### config.mk
export PLATFORM = sky130hd
export DESIGN_NAME = param_pipe_reg
export DESIGN_NICKNAME = d
export VERILOG_FILES = /design/src/rtl/param_pipe_reg_pkg.sv /design/src/rtl/param_pipe_reg_stage.sv /design/src/rtl/param_pipe_reg.sv
export SDC_FILE = /design/constraint.sdc
export NUM_CORES = 1
export LEC_CHECK = 0
export ABC_AREA = 1
export CORE_MARGIN = 1
export CORE_UTILIZATION = 48
export CTS_CLUSTER_DIAMETER = 50
export DETAILED_ROUTE_END_ITERATION = 6
export MAX_ROUTING_LAYER = met4
export PLACE_DENSITY = 0.86
export SLEW_MARGIN = 10
export SYNTH_ARGS = -nofsm -noshare
export SYNTH_HDL_FRONTEND = slang
export SYNTH_HIERARCHICAL = 1
export SYNTH_SLANG_ARGS = --single-unit
### constraint.sdc
create_clock -name clk -period 2.3 [get_ports clk]
set_input_delay 0.69 -clock clk [delete_from_list [all_inputs] [get_ports clk]]
set_output_delay 0.69 -clock clk [all_outputs]
set_load 0.02 [all_outputs]
### src/rtl/param_pipe_reg_pkg.sv
// param_pipe_reg_pkg: shared defaults and width helper for the parametrised pipeline register.
`default_nettype none

package param_pipe_reg_pkg;

    localparam int PIPE_WIDTH_DEF = 32;
    localparam int PIPE_DEPTH_DEF = 2;

    function automatic int occ_w(input int depth);
        return $clog2(depth + 1);
    endfunction

endpackage

`default_nettype wire

### src/rtl/param_pipe_reg_stage.sv
// pipe_stage: one valid/ready register stage; fills whenever empty or downstream is taking.
// Optional macro PARAM_PIPE_REG_FLUSH_EN adds a synchronous flush that clears the valid bit.
`default_nettype none

module pipe_stage
    import param_pipe_reg_pkg::*;
#(
    parameter int               WIDTH    = PIPE_WIDTH_DEF,
    parameter logic [WIDTH-1:0] RST_DATA = '0
) (
    input  logic             clk,
    input  logic             resetn,
`ifdef PARAM_PIPE_REG_FLUSH_EN
    input  logic             flush,
`endif
    input  logic             in_valid,
    output logic             in_ready,
    input  logic [WIDTH-1:0] in_data,
    output logic             out_valid,
    input  logic             out_ready,
    output logic [WIDTH-1:0] out_data
);

    logic             r_valid;
    logic [WIDTH-1:0] r_data;
    logic             w_load;

    // Empty stages accept even when downstream is stalled, which collapses bubbles.
    assign in_ready = !r_valid || out_ready;
    assign w_load   = in_ready && in_valid;

    always_ff @(posedge clk or negedge resetn) begin
        if (!resetn) begin
            r_valid <= 1'b0;
            r_data  <= RST_DATA;
        end else begin
`ifdef PARAM_PIPE_REG_FLUSH_EN
            if (flush) begin
                r_valid <= 1'b0;
            end else if (in_ready) begin
                r_valid <= in_valid;
            end
`else
            if (in_ready) begin
                r_valid <= in_valid;
            end
`endif
            if (w_load) begin
                r_data <= in_data;
            end
        end
    end

    assign out_valid = r_valid;
    assign out_data  = r_data;

endmodule

`default_nettype wire

### src/rtl/param_pipe_reg.sv
// param_pipe_reg: DEPTH-stage valid/ready register chain with a registered occupancy count.
// Optional macro PARAM_PIPE_REG_FLUSH_EN adds a synchronous flush input.
`default_nettype none

module param_pipe_reg
    import param_pipe_reg_pkg::*;
#(
    parameter int               WIDTH    = PIPE_WIDTH_DEF,
    parameter int               DEPTH    = PIPE_DEPTH_DEF,
    parameter logic [WIDTH-1:0] RST_DATA = '0
) (
    input  logic                       clk,
    input  logic                       resetn,
`ifdef PARAM_PIPE_REG_FLUSH_EN
    input  logic                       flush,
`endif
    input  logic                       s_valid,
    output logic                       s_ready,
    input  logic [WIDTH-1:0]           s_data,
    output logic                       m_valid,
    input  logic                       m_ready,
    output logic [WIDTH-1:0]           m_data,
    output logic [occ_w(DEPTH)-1:0]    occupancy
);

    localparam int OCC_W = occ_w(DEPTH);

    // Index k is the input side of stage k; index DEPTH is the output interface.
    logic             w_valid [DEPTH+1];
    logic             w_ready [DEPTH+1];
    logic [WIDTH-1:0] w_data  [DEPTH+1];

    assign w_valid[0]     = s_valid;
    assign w_data[0]      = s_data;
    assign s_ready        = w_ready[0];
    assign m_valid        = w_valid[DEPTH];
    assign m_data         = w_data[DEPTH];
    assign w_ready[DEPTH] = m_ready;

    for (genvar k = 0; k < DEPTH; k++) begin : g_stage
        pipe_stage #(
            .WIDTH    (WIDTH),
            .RST_DATA (RST_DATA)
        ) u_stage (
            .clk       (clk),
            .resetn    (resetn),
`ifdef PARAM_PIPE_REG_FLUSH_EN
            .flush     (flush),
`endif
            .in_valid  (w_valid[k]),
            .in_ready  (w_ready[k]),
            .in_data   (w_data[k]),
            .out_valid (w_valid[k+1]),
            .out_ready (w_ready[k+1]),
            .out_data  (w_data[k+1])
        );
    end

    logic             w_in_xfer;
    logic             w_out_xfer;
    logic [OCC_W-1:0] r_occ;

    assign w_in_xfer  = s_valid && s_ready;
    assign w_out_xfer = m_valid && m_ready;

    always_ff @(posedge clk or negedge resetn) begin
        if (!resetn) begin
            r_occ <= '0;
        end else begin
`ifdef PARAM_PIPE_REG_FLUSH_EN
            if (flush) begin
                r_occ <= '0;
            end else if (w_in_xfer && !w_out_xfer) begin
                r_occ <= r_occ + OCC_W'(1);
            end else if (!w_in_xfer && w_out_xfer) begin
                r_occ <= r_occ - OCC_W'(1);
            end
`else
            if (w_in_xfer && !w_out_xfer) begin
                r_occ <= r_occ + OCC_W'(1);
            end else if (!w_in_xfer && w_out_xfer) begin
                r_occ <= r_occ - OCC_W'(1);
            end
`endif
        end
    end

    assign occupancy = r_occ;

endmodule

`default_nettype wire

# Yosys cells after proc, flatten, opt, wreduce, memory -nomap -nowiden
# Cells that the tools add are included.
dict set report word_totals {
  register_bits 68
  in_bits 36
  output_inout_bits 36
  word_cells 21
}
dict set report classes {
  add_sub_neg 2
  muxes 2
  reduce_logical 12
}
# operator n
set ops {}
lappend ops {{1-bit logical AND} 5}
lappend ops {{1-bit logical NOT} 4}
lappend ops {{2-bit 2-to-1 mux} 2}
lappend ops {{2-bit by 1-bit adder with 2-bit output (second input constant)} 1}
lappend ops {{1-bit logical OR} 2}
lappend ops {{2-bit nonzero test} 1}
lappend ops {{2-bit by 1-bit subtractor with 2-bit output (second input constant)} 1}

# Depth between registers and ports, before layout
# Gate-level depths: netlist of run 1.
dict set report logic_depth {
  depth_word 8
  depth_mapped 14
}

# Cells and area by module
# Netlist of run 1, hierarchy kept.
# mod instances cells_each area_per_inst_um2 seq_area_each_um2
set by_module_without_submodules {}
lappend by_module_without_submodules {pipe_stage 2 143 1337.5 825.8}
lappend by_module_without_submodules {param_pipe_reg 1 21 135.1 50.0}

# Least setup slack after synthesis of run 1
# OpenSTA, ideal clock, no wires.
dict set report synth_path {
  path_kind {input-to-reg}
  from {in m_ready}
  to {reg r_occ[1], in the netlist occupancy[1]}
  arrival_ps 1994
  t_required_ps 2183
  path_slack_ps 188
  stages 14
  path_cell_list {inv_1 > nand2_4 > buf_4 > inv_1 > nand2_4 > buf_4 > nand2_1 > inv_1 > ha_1 > inv_1 > nand2_1 > nand2_1 > nand3_1 > nand2_1}
}
# item line_no
set synth_rtl {}
lappend synth_rtl {{start: declaration} param_pipe_reg.sv:21} ;# input logic m_ready,
lappend synth_rtl {{end signal: assignment} param_pipe_reg.sv:80} ;# r_occ <= r_occ + OCC_W'(1);
lappend synth_rtl {{end signal: assignment} param_pipe_reg.sv:82} ;# r_occ <= r_occ - OCC_W'(1);
lappend synth_rtl {{end: declaration} param_pipe_reg.sv:61} ;# logic [OCC_W-1:0] r_occ;

==> results of run 1 <==
==> sequential cells by signal, summed over array words and instances, names as in the netlist <==
register / flops
occupancy: 2
g_stage.u_stage/out_valid: 2
g_stage.u_stage/out_data: 64
==> worst max-delay path by stage <==
| stage | cells past startpoint | endpoint | startpoint | slack, ns |
|---|---|---|---|---|
| after global placement | 6 | s_ready | m_ready | -0.39 |
| after global routing | 6 | s_ready | m_ready | -0.004 |
| after floorplan | 14 | occupancy[1] | m_ready | 0.19 |
| after detailed placement | 6 | s_ready | m_ready | -0.41 |
| final | 6 | s_ready | m_ready | 0.05 |
| after CTS | 6 | s_ready | m_ready | 0.03 |
==> power by group <==
| part | total (mW) | internal [mW] | leakage, nW | switching (mW) |
|---|---|---|---|---|
| logic | 1.16 | 0.528 | 0.963 | 0.634 |
| registers | 1.64 | 1.47 | 0.841 | 0.171 |
| clock network | 0.797 | 0.381 | 0.0800 | 0.417 |
| total | 3.60 | 2.38 | 1.88 | 1.22 |
==> cell type report <==
cell class	count	area, um^2	area share
sequential	68	1700	0.465
multi-input combinational	212	920	0.252
timing repair buffer	77	768	0.210
clock buffer	12	135	0.0370
tap	72	90.1	0.0246
inverter	7	26.3	0.00719
clock inverter	3	15.0	0.00411
==> synth_stat cells <==
library cell / instances
nand2_4: 4
buf_4: 10
dfrtp_1: 68
inv_2: 1
nand3_1: 66
ha_1: 1
inv_1: 6
nand2_2: 1
buf_2: 4
buf_6: 6
nand2_1: 140
==> layout by cell type (no fill, tap or decap), drive strengths merged <==
master / n
nand2: 145
ha: 1
clkdlybuf4s50: 69
clkbuf: 12
buf: 8
inv: 7
dfrtp: 68
clkinv: 3
nand3: 66
==> critical path: stages <==
cell	delay (ns)
clkdlybuf4s50_1	0.44
inv_2	0.08
nand2_4	0.04
inv_1	0.09
nand2_4	0.06
buf_4	0.16
==> cells by family after synthesis <==
kind of cell               after synthesis  share of synthesized area
adders and majority gates                1                    0.00445
DFF                                     68                      0.606
and+or+nand+nor                        211                      0.323
buffers and inverters                   27                     0.0672
==> layer usage <==
layer	routed length [um]	track usage
met1	2560	0.260
met2	3060	0.355
met3	323	0.0488
met4	82	0.0926
met5	0	-
==> metrics by stage <==
step	worst slack [ns]	power (mW)
final	0.0519	3.60
after floorplan	0.188	2.28
after CTS	0.0305	3.61
after global routing	-0.00403	3.81
after detailed placement	-0.409	2.82
after global placement	-0.387	2.78
==> timing repair <==
action,CTS,global route
pin swaps,0,0
gates cloned,0,0
gates resized for setup,4,4
setup endpoints to repair,1,2
setup buffers,0,0
==> results.cfg, run 1 <==
[placed_design]
dp.cells = 436
hpwl_um = 3830
postPlaceCellArea_um2 = 3500
numPortBuffers = 71
place_congestion = 0.758

[yosys]
ys_seq_area_frac = 0.606
yosys.cell_types.count = 11
syn_inst = 307
synthTopCellsByArea = dfrtp_1, nand2_1, nand3_1, buf_4, buf_6
synth_fp_nets = 344
synthesis.area_um2 = 2810
post-synth-top-area-fraction = 0.606
ys_seq_elements = 68
ys_warn_count = 6
syn_area_per_cell_um2 = 9.15
synth_top_area_cell = dfrtp_1

[global_routing]
antenna_found_initial = 0
grt_pass1_wl_um = 9890
first_global_vias = 2179
grtUsageTotal = 0.217
grt_max_degree = 43
overflow = 0

[critical_path]
path_class = primary input to output pin
cp_max_fo = 2
r2r-end = occupancy[1]
r2r_cells = 12
worstSetupStartpointType = primary input
reg2reg_slack_ns = 0.62
crit_path_end_kind = output pin
r2r-start = g_stage[1].u_stage/out_valid
cp.required_ns = 1.61
cp.arrival_ns = 1.56

[sta]
fin_crit_ns = 2.25
holdWs_ns = 0.239
rsz0062_at_grt = yes
setup_tns_ns = 0
timing.final.crit_share = 0.977
finalSetupViolations = 0
fin_skew_ns = 0.00579
tightest_slew_ns = 0.357
hold_viol_final = 0
relSlewSlack = 0.762
slew_violations = 0
clock.fmax_mhz = 445

[floorplanning]
start_util = 0.504
io-pin-count = 72
die_w_um = 78.5
die_h_um = 78.5
rows = 27
dieArea_um2 = 6160
core_area_um2 = 5570

[clocking]
clock_latency_ns = 0.34
cts_sinks = 68
root_buffer = clkbuf_8
clk_pin_slew_worst_paths_ns = 0.07
hold_buffers = 0
numCtsBuffers = 9
htreeDepth = 3
clockBufferDepth = 2
tritoncts = built

[run_status]
status = completed

[drt]
first_iter_violations = 103
viasPerCell = 5.05
drc = 0
routedWlPerCell_um = 13.3
dr.pass1.iters = 4
routed_wl_um = 6020
dr_total_vias = 2276
ant_nets = 0

[final_layout]
area.growth.synth_to_final_pct = 30.1
drive_gt1_frac = 0.0712
antennaDiodeCount = 0
final_util = 0.656
nets = 412
final_cell_count_no_fill = 451
fillers = 468
finalInstanceArea_um2 = 3660

[run]
drv_cap = 0

[power]
p_per_area_nw_per_um2 = 984
peakVddDrop_mv = 0.730
power_leakage_nw = 1.88

[min_path]
hold_path_class = primary input to asynchronous set/reset pin
Power figures use the tool's default switching activity.
==> run 2, diff against run 1 <==
CELL_PAD_IN_SITES_DETAIL_PLACEMENT = 0   (was unset)
CELL_PAD_IN_SITES_GLOBAL_PLACEMENT = 2   (was unset)
CORE_UTILIZATION = 29   (was 48)
==> run 2 against run 1 <==
Against the previous run: total power increased by 12%; global-route usage shrank 7.3 points; clock power rose by 52%; die area rose by 64%; combinational power barely moved; first-iteration DRC count grew 18%; via count shrank 4.4%; register-to-register slack is essentially flat; sequential power about the same; non-clock buffer count increased by 4; core utilization is 24 points lower; clock skew rose by 0.0011 ns; critical endpoint unchanged.
==> results.cfg, run 2 (synthesis results as in run 1) <==
[run_status]
status = completed

[final_layout]
largest_reg_flops = 64
area.growth.synth_to_final_pct = 37.4
finalInstanceArea_um2 = 3860
drive_gt1_frac = 0.0885
final_cell_count_no_fill = 513
final_common_cell = nand2_1
final_util = 0.414
antennaDiodeCount = 0
mostFrequentLayoutCells = nand2_1, dfrtp_1, clkdlybuf4s50_1
nets = 416

[sta]
hold_viol_final = 0
rsz0062_at_grt = no
timing.final.crit_share = 0.979
relSlewSlack = 0.732
finalSetupViolations = 0
fin_crit_ns = 2.25
tightest_slew_ns = 0.402
fin_ws_ns = 0.0480
clock.fmax_mhz = 444
slew_violations = 0
fin_skew_ns = 0.00685

[critical_path]
cp.arrival_ns = 1.56
worstSetupStartpointType = primary input
r2r-end = occupancy[1]
crit_path_end_kind = output pin
cp_max_fo = 2
path_class = primary input to output pin
r2r_cells = 12
reg2reg_slack_ns = 0.63
r2r-start = g_stage[1].u_stage/out_valid
cp.required_ns = 1.61

[clocking]
cts_sinks = 68
numCtsBuffers = 9
post_cts_buffers = 0
clock_latency_ns = 0.33
clockBufferDepth = 2
clk_pin_slew_worst_paths_ns = 0.08
root_buffer = clkbuf_8
tritoncts = built
htreeDepth = 3

[power]
p_int_mw = 2.79
clkPwrFrac = 0.301
power.total_mw = 4.03
swShare = 0.307
p_switching_mw = 1.24
p_per_area_nw_per_um2 = 1040
pwr-share-seq = 0.404
peakVddDrop_mv = 0.313
combPwrFrac = 0.295
power_leakage_nw = 1.95

[global_routing]
first_global_vias = 2206
antenna_found_initial = 0
overflow = 0
grtUsageTotal = 0.145
grt_pass1_wl_um = 10800
grt_max_degree = 40

[drt]
dr.pass1.iters = 4
routed_wl_um = 6510
ant_nets = 0
viasPerCell = 4.24
dr_total_vias = 2176
routedWlPerCell_um = 12.7
first_iter_violations = 122
drc = 0

[floorplanning]
die_h_um = 100
core_area_um2 = 9330
dieArea_um2 = 10100
die_w_um = 100
io-pin-count = 72
start_util = 0.301
rows = 35

[placed_design]
numPortBuffers = 71
hpwl_um = 4180
dp.cells = 497
place_ws_ns = -0.395
place_congestion = 0.710
postPlaceCellArea_um2 = 3610

[min_path]
hold_path_class = primary input to asynchronous set/reset pin

[run]
drv_cap = 0
## run 2: cell types whose count changed in the layout (fill, tap and decap cells not counted), sizes merged
cell,before,now
bufinv,0,3
buf,8,13
clkinv,3,1
clkdlybuf4s50,69,68
## run 2: metal layers
layer / GRT usage / routed length [um] / vias to the layer above / part of all wire
met4: 0.0569 / 105 / 0 / 0.016
met1: 0.179 / 3030 / 1001 / 0.47
met3: 0.0265 / 220 / 10 / 0.034
met5: - / 0 / - / 0
li1: - / - / 1116 / -
met2: 0.235 / 3150 / 49 / 0.48
## run 2: worst max path at each step
stage | from | end | slack (ns)
floorplan | m_ready | occupancy[1] | 0.19
global placement | m_ready | s_ready | -0.40
detailed placement | m_ready | s_ready | -0.39
CTS | m_ready | s_ready | 0.04
global route | m_ready | s_ready | 0.006
finish | m_ready | s_ready | 0.05
## run 2: cell type report
cell class                 count  area, um^2
tap                          129         161
fill                         982        5470
sequential                    68        1700
clock inverter                 4        95.1
multi-input combinational    212         920
timing repair buffer          81         802
clock buffer                  12         155
inverter                       7        26.3
## run 2: critical path, cell delays in order
cell	delay (ns)
clkdlybuf4s50_1	0.47
inv_1	0.07
nand2_4	0.05
inv_1	0.06
nand2_4	0.06
buf_2	0.16
## run 2: power groups by stage
stage	Combinational (mW)	Sequential (mW)	Clock (mW)
after detailed placement	1.21	1.65	0
after global placement	1.19	1.65	0
after floorplan	0.424	1.86	0
final	1.19	1.63	1.21
after global routing	1.31	1.67	1.30
after CTS	1.21	1.63	1.25
## run 2: repair_timing
action	4_1_cts	5_1_grt
endpoints found under the setup margin	1	1
endpoints found under the hold margin	0	0
hold buffers	0	0
resized for setup	4	1
cloned	0	0
## run 2: metrics by stage
stage / setup TNS (ns) / hold WS [ns]
after CTS: 0 / 0.281
final: 0 / 0.284
after floorplan: 0 / 0.394
after detailed placement: -0.883 / 0.459
after global routing: 0 / 0.298
after global placement: -0.783 / 0.453
